### src/rtl/counter_pkg.sv
// rtl/counter_pkg.sv - shared mode encodings and channel packing helper
package counter_pkg;

   localparam logic MODE_WRAP = 1'b0;
   localparam logic MODE_SAT  = 1'b1;
   localparam logic DIR_DOWN  = 1'b0;
   localparam logic DIR_UP    = 1'b1;

   // LSB of channel ch inside a [i*n_bits +: n_bits] packed vector
   function automatic int ch_lsb(input int ch, input int n_bits);
      return ch * n_bits;
   endfunction

endpackage

### src/rtl/mod_counter_if.sv
// rtl/mod_counter_if.sv - control and status bundle for the multi-channel counter
interface mod_counter_if #(
   parameter int N_BITS = 4,
   parameter int N_CH   = 2
);
   logic [N_CH-1:0]        en;
   logic [N_CH-1:0]        up;
   logic [N_CH-1:0]        sat;
   logic [N_CH-1:0]        load;
   logic [N_CH*N_BITS-1:0] load_val;
   logic [N_CH*N_BITS-1:0] max_val;
   logic [N_CH*N_BITS-1:0] count;
   logic [N_CH-1:0]        tc;
   logic [N_CH-1:0]        at_bound;

   modport master (
      output en, up, sat, load, load_val, max_val,
      input  count, tc, at_bound
   );

   modport slave (
      input  en, up, sat, load, load_val, max_val,
      output count, tc, at_bound
   );
endinterface

### src/rtl/mod_counter_ch.sv
// rtl/mod_counter_ch.sv - one counter channel: count register, boundary, carry, tc
module mod_counter_ch
   import counter_pkg::*;
#(
   parameter int N_BITS = 4
) (
   input  logic              clk,
   input  logic              rst,
   input  logic              step,
   input  logic              up,
   input  logic              sat,
   input  logic              load,
   input  logic [N_BITS-1:0] load_val,
   input  logic [N_BITS-1:0] max_val,
   output logic [N_BITS-1:0] count,
   output logic              tc,
   output logic              carry,
   output logic              at_bound
);
   logic [N_BITS-1:0] count_nxt;

   // >= so that a loaded value above max_val still wraps or saturates on the next up-step
   assign at_bound = (up == DIR_UP) ? (count >= max_val) : (count == '0);
   assign carry    = step && at_bound && !load && !rst;

   always_comb begin
      count_nxt = count;
      if (load) begin
         count_nxt = load_val;
      end else if (step) begin
         if (at_bound) begin
            if (sat != MODE_SAT) begin
               count_nxt = (up == DIR_UP) ? '0 : max_val;
            end
         end else begin
            count_nxt = (up == DIR_UP) ? count + 1'b1 : count - 1'b1;
         end
      end
   end

   always_ff @(posedge clk) begin
      if (rst) begin
         count <= '0;
         tc    <= 1'b0;
      end else begin
         count <= count_nxt;
         tc    <= carry;
      end
   end
endmodule

### src/rtl/mod_counter.sv
// rtl/mod_counter.sv - N_CH independent or cascaded up/down modulus counters
module mod_counter
   import counter_pkg::*;
#(
   parameter int N_BITS  = 4,
   parameter int N_CH    = 2,
   parameter int CASCADE = 0
) (
   input  logic         clk,
   input  logic         rst,
   mod_counter_if.slave bus
);
   for (genvar i = 0; i < N_CH; i++) begin : g_ch
      localparam int LSB = ch_lsb(i, N_BITS);
      logic step;
      logic carry_o;

      // the carry ripples combinationally so a whole chain rolls over on one edge
      if (CASCADE != 0 && i > 0) begin : g_casc
         assign step = bus.en[i] && g_ch[i-1].carry_o;
      end else begin : g_ind
         assign step = bus.en[i];
      end

      mod_counter_ch #(.N_BITS(N_BITS)) u_ch (
         .clk      (clk),
         .rst      (rst),
         .step     (step),
         .up       (bus.up[i]),
         .sat      (bus.sat[i]),
         .load     (bus.load[i]),
         .load_val (bus.load_val[LSB +: N_BITS]),
         .max_val  (bus.max_val[LSB +: N_BITS]),
         .count    (bus.count[LSB +: N_BITS]),
         .tc       (bus.tc[i]),
         .carry    (carry_o),
         .at_bound (bus.at_bound[i])
      );
   end
endmodule

### src/flat_wrapper.sv
// flat-port wrapper written by rule: the top's interface ports become plain ports
module mod_counter_flat import counter_pkg::*;
#(
   parameter int N_BITS  = 4,
   parameter int N_CH    = 2,
   parameter int CASCADE = 0
)
  (clk, rst, bus_en, bus_up, bus_sat, bus_load, bus_load_val, bus_max_val, bus_count, bus_tc, bus_at_bound);
  mod_counter_if #(.N_BITS(N_BITS), .N_CH(N_CH)) bus_i ();
  input  logic clk;
  input  logic rst;
  input wire logic [$bits(bus_i.en)-1:0] bus_en;
  input wire logic [$bits(bus_i.up)-1:0] bus_up;
  input wire logic [$bits(bus_i.sat)-1:0] bus_sat;
  input wire logic [$bits(bus_i.load)-1:0] bus_load;
  input wire logic [$bits(bus_i.load_val)-1:0] bus_load_val;
  input wire logic [$bits(bus_i.max_val)-1:0] bus_max_val;
  output wire logic [$bits(bus_i.count)-1:0] bus_count;
  output wire logic [$bits(bus_i.tc)-1:0] bus_tc;
  output wire logic [$bits(bus_i.at_bound)-1:0] bus_at_bound;
  assign bus_i.en = bus_en;
  assign bus_i.up = bus_up;
  assign bus_i.sat = bus_sat;
  assign bus_i.load = bus_load;
  assign bus_i.load_val = bus_load_val;
  assign bus_i.max_val = bus_max_val;
  assign bus_count = bus_i.count;
  assign bus_tc = bus_i.tc;
  assign bus_at_bound = bus_i.at_bound;
  mod_counter #(.N_BITS(N_BITS), .N_CH(N_CH), .CASCADE(CASCADE)) u_core (.clk(clk), .rst(rst), .bus(bus_i));
endmodule
### config.mk
export PLATFORM = sky130hd
export DESIGN_NAME = mod_counter_flat
export DESIGN_NICKNAME = d
export VERILOG_FILES = /design/src/rtl/counter_pkg.sv /design/src/rtl/mod_counter_if.sv /design/src/rtl/mod_counter_ch.sv /design/src/rtl/mod_counter.sv /design/src/flat_wrapper.sv
export SDC_FILE = /design/constraint.sdc
export NUM_CORES = 1
export LEC_CHECK = 0
export ABC_AREA = 1
export BUFFER_PORTS_ARGS = -buffer_cell sky130_fd_sc_hd__buf_2
export CAP_MARGIN = 20
export CORE_UTILIZATION = 50
export DETAILED_ROUTE_END_ITERATION = 8
export PLACE_DENSITY = 0.86
export RECOVER_POWER = 25
export SLEW_MARGIN = 5
export SYNTH_ARGS = -nofsm -noshare
export SYNTH_HDL_FRONTEND = slang
export SYNTH_SLANG_ARGS = --single-unit
### constraint.sdc
create_clock -name clk -period 3.88 [get_ports clk]
set_input_delay 0.388 -clock clk [delete_from_list [all_inputs] [get_ports clk]]
set_output_delay 0.388 -clock clk [all_outputs]
set_load 0.02 [all_outputs]
==> results.toml <==
[run_status]
outcome = "finished clean"

[worst_setup_path]
end_kind = "output port"
worstPathRequired_ns = 3.49
critPathLaunchType = "register"
crit_type = "register to output port"
cp_max_fo = 9
arrival_ns = 1.78

[cts]
clk_latency_ns = 0.27
clock-sinks = 10
cts_resized = 0
cts_tree = "built"
ctsRootBufferMaster = "clkbuf_4"
cts_htree_levels = 1
cts_hold_buf = 0
cts.clk_slew.worst_paths_ns = 0.07
cts_buffer_depth = 2
post_cts_buffers = 0
cts_made_buffers = 3

[placement]
port_buffers = 37
place_ws_ns = 1.967
gp_congestion = 0.8309
dp.cells = 259
hpwlAfterDp_mm = 2.149
place_area_sq_um = 1409

[route]
viasPerCell = 4.867
drt_wl_total_mm = 2.622
dr.pass1.iters = 4
ant_nets = 0
via_count = 1280
dr.first_iter.drc_count = 30
post_drt_wl_per_cell_um = 9.970
drcViolationCount = 0

[global_routing]
track_usage_pct = 22.99
grt_pass1_wl_mm = 4.616
antenna_found_initial = 0
grt-ovfl-total = 0
first_global_vias = 1059
grt_max_degree = 11

[final_layout]
antennaDiodeCount = 0
seqCellArea_sq_um = 200.2
area_growth_pct = 18.07
nFillCells = 237
mostFrequentLayoutCells = "nand2_1 (64), buf_2 (32), nor2_1 (26)"
final_area_sq_um = 1439
layout-drive-gt1-share_pct = 23.40
multi_input_area_sq_um = 872.1
fin_cells = 263
final_common_cell = "nand2_1"
nets = 276

[synthesis]
yosysUniqueCellTypes = 22
syn-num-nets = 238
synthCells = 198
seq_area_frac_synth_pct = 16.43
synth_seq_cells = 10
syn_area_sq_um = 1219
synth_warnings = 0
avgSynthCellArea_sq_um = 6.155

[sta]
skew_ns = 0.003636
post-route-period-util_pct = 55.95
worst_slack_ns = 1.709
hold_viol_final = 0
rsz0062_at_grt = "false"
fmax_mhz = 460.6
tns_ns = 0
period_minus_slack_ns = 2.171
worst_slew_pin_slew_ns = 0.3497
relSlewSlack_pct = 76.65
drv_slew = 0
setup_violations = 0

[worst_hold_path]
hold_path_class = "primary input to register"

[power]
total_power_uw = 449.0
max-vdd-ir-drop_uv = 232.3
leakage_nw = 0.8547
power_density_nw_per_um2 = 312.1

[floorplan]
fp.dieH_um = 51.37
initial_core_util_pct = 54.05
row_count = 17
die_w_um = 51.37
dieArea_sq_um = 2639
pin_count = 38
core_area_sq_um = 2255

[run]
maxCapViolations = 0
-- cell families after synthesis --
logic type	Yosys count	synth area share, %
compound gates	12	6.775
buf+inv	35	12.01
xor+xnor	4	2.875
flops	10	16.43
fa+ha+maj	14	15.61
simple gates	123	46.30
-- where the power goes --
part | switching (mW) | leakage, nW | internal, mW | total [mW]
clock network | 0.0368 | 0.0210 | 0.0571 | 0.0939
logic | 0.138 | 0.751 | 0.0856 | 0.224
registers | 0.0178 | 0.0828 | 0.114 | 0.132
-- metrics by stage --
stage          utilization, %  hold slack, ns
2_1_floorplan               -          0.4644
3_3_place_gp            62.49          0.5816
3_5_place_dp            62.49          0.5865
4_1_cts                 64.10          0.3342
5_1_grt                 63.82          0.3359
6_report                63.82          0.3363
-- Yosys cell counts, drive strengths merged --
cell type  number  area (sq um)
nand3          22         122.6
a21oi           9         45.04
nor4            2         12.51
dfxtp          10         200.2
nor2           26         97.59
inv            31         116.4
ha             12         150.1
fa              2         40.04
nand3b          2         18.77
nand2          69         281.5
o21ai           3         37.53
xnor2           1         8.760
nor3b           2         31.28
xor2            3         26.28
buf             4         30.03
-- critical path, cell delays in order, from the launching register on --
cell and delay [ns]:
dfxtp_1 0.49, ha_1 0.30, nand2_1 0.07, nor3b_4 0.24, nand2_4 0.13, nand2_2 0.11, inv_1 0.04, buf_2 0.15
-- sequential cells by signal, indices dropped and copies added, names as in the netlist --
signal	flops
u_core.g_ch.u_ch.count	8
u_core.g_ch.u_ch.tc	2
-- final cells by class --
class | instances | area share [%]
tap | 28 | 2.435
timing repair buffer | 37 | 12.43
sequential | 10 | 13.91
clock buffer | 4 | 2.522
multi-input combinational | 153 | 60.61
inverter | 31 | 8.087
-- metal layers --
layer	wire [um]	share of wire, %	vias to the layer above	global-route usage (%)
met5	0	0	-	0
met4	5	0.19	0	4.054
met3	121	4.6	2	5.655
met2	1198	46	35	35.28
met1	1297	49	549	32.55
li1	-	-	694	-
-- final timing paths --
| kind | start | to | slack, ns | depth (start not counted) |
|---|---|---|---|---|
| max | u_core.g_ch[1].u_ch.count[3] | bus_at_bound[1] | 1.71 | 7 |
| min reg2reg | u_core.g_ch[1].u_ch.count[2] | u_core.g_ch[1].u_ch.count[2] | 0.60 | 4 |
| max reg2reg | u_core.g_ch[0].u_ch.count[0] | u_core.g_ch[0].u_ch.count[3] | 2.17 | 12 |
| min | rst | u_core.g_ch[0].u_ch.tc | 0.34 | 2 |
Note: power is estimated with default switching activity, not from simulation.
